[config.mk]
export PLATFORM = sky130hd
export DESIGN_NAME = note_judge
export DESIGN_NICKNAME = d
export VERILOG_FILES = /design/src/rtl/note_judge.sv
export SDC_FILE = /design/constraint.sdc
export NUM_CORES = 1
export LEC_CHECK = 0
export CAP_MARGIN = 20
export CORE_ASPECT_RATIO = 1.5
export CORE_MARGIN = 5
export CORE_UTILIZATION = 49
export DETAILED_ROUTE_END_ITERATION = 10
export GPL_TIMING_DRIVEN = 1
export PLACE_DENSITY = 0.94
export SETUP_SLACK_MARGIN = 0.1
export SLEW_MARGIN = 20
export SYNTH_ARGS = -nofsm -noshare
export SYNTH_HDL_FRONTEND = slang
export SYNTH_SLANG_ARGS = --single-unit
[constraint.sdc]
create_clock -name clk_div -period 6.95 [get_ports clk_div]
set_clock_uncertainty 0.1 [all_clocks]
set_input_delay 0.695 -clock clk_div [delete_from_list [all_inputs] [get_ports clk_div]]
set_output_delay 0.695 -clock clk_div [all_outputs]
set_load 0.02 [all_outputs]
[src/rtl/note_judge.sv]
// Hit-judgement stage for the two-lane note queue: matches key presses against the
// notes at the hit line and keeps score, combo, max combo, HP and the game-over flag.
module note_judge #(
  parameter int PERFECT_PTS = 300,
  parameter int GREAT_PTS   = 150,
  parameter int HP_INIT     = 100,
  parameter int HP_MISS     = 10,
  parameter int COMBO_MAX   = 999
) (
  input  logic        clk_div,
  input  logic        rst_n,
  input  logic        start,
  input  logic        game_en,
  input  logic        key_up,
  input  logic        key_down,
  input  logic [15:0] noteup_bit0,
  input  logic [15:0] noteup_bit1,
  input  logic [15:0] notedown_bit0,
  input  logic [15:0] notedown_bit1,
  output logic [1:0]  judge_up,
  output logic [1:0]  judge_down,
  output logic [15:0] score,
  output logic [9:0]  combo,
  output logic [9:0]  max_combo,
  output logic [7:0]  hp,
  output logic        game_over
);

  localparam logic [10:0] PERF_X1  = 11'(PERFECT_PTS);
  localparam logic [10:0] PERF_X2  = 11'(2 * PERFECT_PTS);
  localparam logic [10:0] GREAT_X1 = 11'(GREAT_PTS);
  localparam logic [10:0] GREAT_X2 = 11'(2 * GREAT_PTS);
  localparam logic [8:0]  LOSS_X1  = 9'(HP_MISS);
  localparam logic [8:0]  LOSS_X2  = 9'(2 * HP_MISS);
  localparam logic [7:0]  HP_START = 8'(HP_INIT);
  localparam logic [9:0]  COMBO_SAT = 10'(COMBO_MAX);

  logic [15:0] bit0_lane [2];
  logic [15:0] bit1_lane [2];
  logic [1:0]  key_in;
  logic [1:0]  key_q;
  logic [1:0]  cons_q [2];
  logic        active;

  logic        perfect   [2];
  logic        great     [2];
  logic        miss      [2];
  logic [10:0] lane_pts  [2];
  logic [1:0]  judge_nxt [2];
  logic [1:0]  cons_nxt  [2];

  assign bit0_lane[0] = noteup_bit0;
  assign bit1_lane[0] = noteup_bit1;
  assign bit0_lane[1] = notedown_bit0;
  assign bit1_lane[1] = notedown_bit1;
  assign key_in       = {key_down, key_up};
  assign active       = game_en & ~game_over & ~start;

  generate
    for (genvar gi = 0; gi < 2; gi++) begin : g_lane
      logic [1:0] code0;
      logic [1:0] code1;
      logic       press;
      logic       live0;
      logic       live1;
      logic       hit_p;
      logic       hit_g;
      logic       lmiss;

      assign code0 = {bit1_lane[gi][0], bit0_lane[gi][0]};
      assign code1 = {bit1_lane[gi][1], bit0_lane[gi][1]};
      assign press = key_in[gi] & ~key_q[gi];
      // A note that was already taken as GREAT at pos1 must not be judged again at pos0.
      assign live0 = (code0 != 2'b00) & ~cons_q[gi][0];
      assign live1 = (code1 != 2'b00) & ~cons_q[gi][1];
      assign hit_p = active & press & live0;
      assign hit_g = active & press & ~live0 & live1;
      assign lmiss = active & live0 & ~hit_p;

      assign perfect[gi] = hit_p;
      assign great[gi]   = hit_g;
      assign miss[gi]    = lmiss;
      assign lane_pts[gi] = hit_p ? ((code0 == 2'b10) ? PERF_X2 : PERF_X1) :
                            hit_g ? ((code1 == 2'b10) ? GREAT_X2 : GREAT_X1) : 11'd0;
      assign judge_nxt[gi] = lmiss ? 2'b11 : hit_p ? 2'b01 : hit_g ? 2'b10 : 2'b00;
      assign cons_nxt[gi]  = {1'b0, cons_q[gi][1] | hit_g};
    end
  endgenerate

  logic [1:0]  hits;
  logic [1:0]  misses;
  logic [16:0] score_sum;
  logic [15:0] score_nxt;
  logic [10:0] combo_sum;
  logic [9:0]  combo_nxt;
  logic [9:0]  max_nxt;
  logic [8:0]  hp_loss;
  logic [7:0]  hp_nxt;

  assign hits      = {1'b0, perfect[0] | great[0]} + {1'b0, perfect[1] | great[1]};
  assign misses    = {1'b0, miss[0]} + {1'b0, miss[1]};
  assign score_sum = {1'b0, score} + {6'd0, lane_pts[0]} + {6'd0, lane_pts[1]};
  assign score_nxt = score_sum[16] ? 16'hFFFF : score_sum[15:0];
  assign combo_sum = ((misses != 2'd0) ? 11'd0 : {1'b0, combo}) + {9'd0, hits};
  assign combo_nxt = (combo_sum > {1'b0, COMBO_SAT}) ? COMBO_SAT : combo_sum[9:0];
  assign max_nxt   = (combo_nxt > max_combo) ? combo_nxt : max_combo;
  assign hp_loss   = (misses == 2'd2) ? LOSS_X2 : (misses == 2'd1) ? LOSS_X1 : 9'd0;
  assign hp_nxt    = ({1'b0, hp} > hp_loss) ? (hp - hp_loss[7:0]) : 8'd0;

  always_ff @(posedge clk_div or negedge rst_n) begin
    if (!rst_n) begin
      key_q      <= 2'b00;
      cons_q[0]  <= 2'b00;
      cons_q[1]  <= 2'b00;
      judge_up   <= 2'b00;
      judge_down <= 2'b00;
      score      <= 16'd0;
      combo      <= 10'd0;
      max_combo  <= 10'd0;
      hp         <= HP_START;
      game_over  <= 1'b0;
    end else begin
      key_q <= key_in;
      if (start) begin
        cons_q[0]  <= 2'b00;
        cons_q[1]  <= 2'b00;
        judge_up   <= 2'b00;
        judge_down <= 2'b00;
        score      <= 16'd0;
        combo      <= 10'd0;
        max_combo  <= 10'd0;
        hp         <= HP_START;
        game_over  <= 1'b0;
      end else if (active) begin
        cons_q[0]  <= cons_nxt[0];
        cons_q[1]  <= cons_nxt[1];
        judge_up   <= judge_nxt[0];
        judge_down <= judge_nxt[1];
        score      <= score_nxt;
        combo      <= combo_nxt;
        max_combo  <= max_nxt;
        hp         <= hp_nxt;
        game_over  <= (hp_nxt == 8'd0);
      end else begin
        // Frozen: stats hold, pulses drop, and stale consumed marks are forgotten.
        cons_q[0]  <= 2'b00;
        cons_q[1]  <= 2'b00;
        judge_up   <= 2'b00;
        judge_down <= 2'b00;
      end
    end
  end

endmodule

==> impl_metrics.yaml, run 1 <==
route:
  firstDrtPassIters: 5
  viasPerCell: 5.99
  vias: 3875
  drtIter0Drc: 355
  routedWlPerCell_um: 16.6
  wl_um: 10700
  drtAntennaViolNets: 0
  drc: 0
critical_path:
  criticalPathCategory: "in2reg"
  cp_data_required_time_ns: 7.07
  cp_max_fo: 21
  cp-end-kind: "flip-flop"
  r2r_setup_slack_ns: 1.22
  cp-start-kind: "input port"
  cp.depth: 26
  r2r_end: "max_combo[2]"
  crit_family: "simple AND/OR/NAND/NOR gates"
  slowest_stage: "a31oi_2"
  rr_startpoint: "game_over"
  critPathArrivalTime_ns: 6.40
  slowest_delay_ns: 0.53
  crit_buf_inv: 5
  r2r.worst_path.cells: 25
clock_network:
  cts.sinks: 53
  cts-root-buf: "clkbuf_16"
  cts.hold.buffers_added: 0
  cts_max_level: 2
  clock_latency_ns: 0.30
  clockBufferDepth: 2
  clk_pin_slew_ns: 0.07
  numCtsBuffers: 5
  cts_tree: "built"
  post_cts_buffers: 0
  cts_resized: 0
timing:
  timing.fmax_mhz: 159
  slew_headroom_pct: 29.5
  finalSetupViolations: 0
  post-route-period-util_pct: 90.4
  hold_viol_final: 0
  period_minus_slack_ns: 6.28
  maxSlewViolCount: 0
  fin_setup_tns_ns: 0
  fin_ws_ns: 0.669
  rsz0062_at_grt: "false"
  worst_pin_slew_ns: 1.05
finish:
  diodes: 0
  finalNetCount: 648
  nFillCells: 721
  final_area_sq_mm: 0.00496
  syn_to_final_growth_pct: 21.1
  drive_gt1_share_pct: 5.37
yosys:
  yosysMostFrequentCell: "dfrtp_1"
  synthMuxAreaShare_pct: 1.86
  ys_top_cells_by_count: "50 x dfrtp_1, 48 x inv_1, 44 x nand2_1, 40 x nor2_1, 30 x o21ai_0"
  synth.largest_area_cell: "dfrtp_1"
  synth-warning-count: 0
  synth-compound-area-share_pct: 20.8
  yosys-top-cells-area: "dfrtp_1 31%, ha_1 7.9%, fa_1 5.9%"
  synth-edff-count: 0
  syn_area_per_cell_sq_um: 8.47
  synth.yosys.seq_area_share_pct: 32.5
  yosys.cell_types.count: 68
  synthArstFlopShare_pct: 100
  synth_nets: 592
  synth-seq-cells: 53
  synth_xor_area_share_pct: 2.56
  synth_top_family_by_area: "simple AND/OR/NAND/NOR gates"
  synth-simple-area-share_pct: 21.9
  synth.top_cell.area_share_pct: 30.5
  synth_adder_area_share_pct: 13.8
  syn_area_sq_mm: 0.00410
  postSynthCellCount: 484
  ys.flop_type: "dfrtp_1"
floorplan:
  die_w_um: 84.7
  fp.coreArea_sq_mm: 0.00831
  rows: 41
  ios: 119
  die_h_um: 122
  start_util_pct: 49.3
  dieArea_sq_mm: 0.0103
min_path:
  hold_start: "max_combo[5]"
  holdPathEnd: "max_combo[5]"
  hold_path.class: "reg2reg"
  min_path_cells: 2
placed_design:
  gp_congestion: 0.912
  io_buffer_count: 62
  post_dp_cell_area_sq_mm: 0.00482
  dp_slack_ns: 0.432
  hpwl_um: 7920
status:
  outcome: "finished, final reports clean"
flow_run:
  drv_cap: 0
global_routing:
  grt_overflow_total: 0
  grt_pass1_vias: 3830
  grt_pass1_wl_um: 17700
  antenna_found_initial: 0
  grt_max_degree: 54
  grt_usage_pct: 20.8
pwr:
  peakVddDrop_uv: 102
  cellPowerDensity_mw_per_mm2: 153
  power_leakage_nw: 2.24
[cell type report]
type                       instances  area [sq um]  share of cell area [%]
clock buffer                       7           143                    2.87
inverter                          49           184                    3.71
multi-input combinational        361          2500                    50.3
sequential                        53          1330                    26.8
tap                              107           134                    2.70
timing repair buffer              70           676                    13.6
[metal layers]
layer  vias to the layer above  global-route usage [%]  part of all wire, %
met5                         -                       0                    0
met4                         0                    8.02                  2.1
met3                        24                    2.98                  6.0
met2                       161                    38.6                   54
met1                      1871                    23.9                   38
li1                       1819                       -                    -
[per-stage QoR]
stage / total power [mW] / std cells / hold WS, ns / utilization [%]
detailed placement: 0.511 / 640 / 0.396 / 58.0
global route: 0.793 / 647 / 0.472 / 59.7
CTS: 0.765 / 647 / 0.411 / 59.7
global placement: 0.504 / 640 / 0.388 / 58.0
finish: 0.761 / 647 / 0.409 / 59.7
floorplan: 0.447 / 484 / 0.299 / -
[flip-flops by register name, summed over array words and instances (netlist names)]
register and flops:
score 16, max_combo 10, game_over 1, judge_up 2, key_q 2, cons_q 2, combo 10, judge_down 2
hp 8
[cell families (layout without fill, tap and decap cells)]
| family | after synthesis | in the layout |
|---|---|---|
| multiplexers | 7 | 7 |
| XOR/XNOR | 12 | 12 |
| buffers and inverters | 70 | 126 |
| AND/OR/NAND/NOR | 175 | 175 |
| adder cells (fa/ha/maj) | 38 | 38 |
| flip-flops | 53 | 53 |
| AO/OA/AOI/OAI | 129 | 129 |
[cells in the final DEF, fill, tap and decap left out, drive strengths merged, types with 8 or more instances in the layout]
cell type,instances
nor3,15
fa,12
ha,26
dfrtp,50
nand2,44
a21o,8
inv,49
o21ai,39
nand3,18
buf,9
nor2,40
nor2b,9
clkdlybuf4s50,61
a21oi,27
nand2b,14
[worst register-to-register path, delay by kind of cell, from the launching register on]
kind                       cells  cell delay (ns)
and+or+nand+nor                8             1.51
adders and majority gates      4             1.18
buffers and inverters          4             0.71
DFF                            1             0.39
AOI/OAI and AO/OA              8             1.58
muxes                          1             0.16
[power by group]
part / internal, mW / switching (mW) / leakage, nW
Sequential: 0.321 / 0.0122 / 0.716
Clock: 0.142 / 0.112 / 0.0700
Combinational: 0.0711 / 0.104 / 1.45
Total: 0.534 / 0.228 / 2.24
[worst max-delay path by stage]
stage | startpoint | slack, ns | to
after global placement | game_en | 0.58 | max_combo[1]
final | game_en | 0.67 | max_combo[2]
after detailed placement | game_en | 0.43 | max_combo[2]
after floorplan | game_en | 1.24 | max_combo[6]
after global routing | game_en | 0.35 | max_combo[2]
after CTS | game_en | 0.73 | max_combo[2]
(Power assumes the default switching activity.)
==> inputs of run 2 (changes only) <==
Settings changed: CORE_UTILIZATION 49 to 50, CTS_BUF_LIST set to sky130_fd_sc_hd__clkbuf_4, PLACE_DENSITY 0.94 to 0.95.
==> impl_metrics.yaml, run 2 (synthesis results as in run 1) <==
floorplan:
  rows: 40
  fp.coreArea_sq_mm: 0.00801
  die_w_um: 83.9
  start_util_pct: 51.2
  dieArea_sq_mm: 0.0101
  ios: 119
  die_h_um: 121
finish:
  drive_gt1_share_pct: 5.90
  syn_to_final_growth_pct: 19.2
  largest_register_ffs: 16
  top_regs: "score: 16 flops, combo: 10 flops, max_combo: 10 flops"
  stdcell_count: 647
  diodes: 0
  regMostFlops: "score"
  layout_common_cells: "61 x clkdlybuf4s50_1, 50 x dfrtp_1, 48 x inv_1"
  finalNetCount: 649
  final_common_cell: "clkdlybuf4s50_1"
critical_path:
  slowest_delay_ns: 0.54
  crit_family: "compound AO/OA/AOI/OAI gates"
  slowest_stage: "a31oi_2"
  critPathArrivalTime_ns: 6.46
  cp-start-kind: "input port"
  cp_max_fo: 21
  cp-end-kind: "flip-flop"
  crit_buf_inv: 6
  criticalPathCategory: "in2reg"
  cp_data_required_time_ns: 7.20
pwr:
  cellPowerDensity_mw_per_mm2: 137
  peakVddDrop_uv: 93.4
  power_leakage_nw: 2.20
global_routing:
  grt_pass1_wl_um: 18400
  grt_pass1_vias: 3940
  grt_overflow_total: 0
  antenna_found_initial: 0
  grt_usage_pct: 22.0
  grt_max_degree: 54
route:
  drtIter0Drc: 291
  vias: 3896
  routedWlPerCell_um: 17.0
  drtAntennaViolNets: 0
  firstDrtPassIters: 4
  viasPerCell: 6.02
  wl_um: 11000
  drc: 0
clock_network:
  cts.hold.buffers_added: 0
  cts_max_level: 2
  numCtsBuffers: 5
  cts_resized: 0
  clockBufferDepth: 2
  cts-root-buf: "clkbuf_4"
  cts_tree: "built"
  cts.sinks: 53
  clock_latency_ns: 0.42
  post_cts_buffers: 0
  clk_pin_slew_ns: 0.17
flow_run:
  drv_cap: 0
timing:
  rsz0062_at_grt: "false"
  fin_setup_tns_ns: 0
  timing.fmax_mhz: 161
  maxSlewViolCount: 0
  hold_viol_final: 0
  worst_pin_slew_ns: 0.776
  post-route-period-util_pct: 89.3
  period_minus_slack_ns: 6.21
  finalSetupViolations: 0
  slew_headroom_pct: 47.5
placed_design:
  gp_congestion: 0.902
  dp_cells: 639
  io_buffer_count: 62
  hpwl_um: 8050
status:
  outcome: "finished, final reports clean"
min_path:
  hold_path.class: "in2async"
[run 2: stage by stage]
step	setup WS, ns	area (sq um)	power (mW)	utilization (%)	hold slack [ns]
after floorplan	1.24	4100	0.447	-	0.299
after global placement	0.647	4820	0.504	60.3	0.401
after detailed placement	0.448	4820	0.513	60.3	0.423
after CTS	0.858	4880	0.667	61.0	0.303
after global routing	0.414	4880	0.699	61.0	0.347
final	0.743	4880	0.668	61.0	0.282
[run 2: area by class of cell]
class	count	area (sq um)
multi-input combinational	361	2500
fill	663	3120
inverter	49	184
clock buffer	6	45.0
clock inverter	2	15.0
sequential	53	1330
timing repair buffer	71	683
tap	105	131
[run 2: path summary, 6_finish.rpt]
kind                                end  slack [ns]  startpoint  cells past startpoint
min reg2reg                    score[0]        0.45    score[0]                      2
max in group asynchronous      score[5]        6.02       rst_n                      2
max reg2reg                max_combo[2]        1.24   game_over                     24
min                            score[7]        0.28       rst_n                      2
min in group clk_div           score[0]        0.45    score[0]                      2
max                        max_combo[2]        0.74       start                     26
[run 2: power by group]
part,switching (mW),internal [mW]
combinational,0.106,0.0717
clock,0.114,0.0435
sequential,0.0124,0.321
[run 2: routing by layer]
metal / GRT usage, % / wire length [um] / vias up
met5: 0 / 0 / -
met4: 9.86 / 311 / 0
met3: 3.74 / 649 / 33
met2: 38.1 / 5590 / 162
met1: 26.5 / 4410 / 1879
li1: - / - / 1822
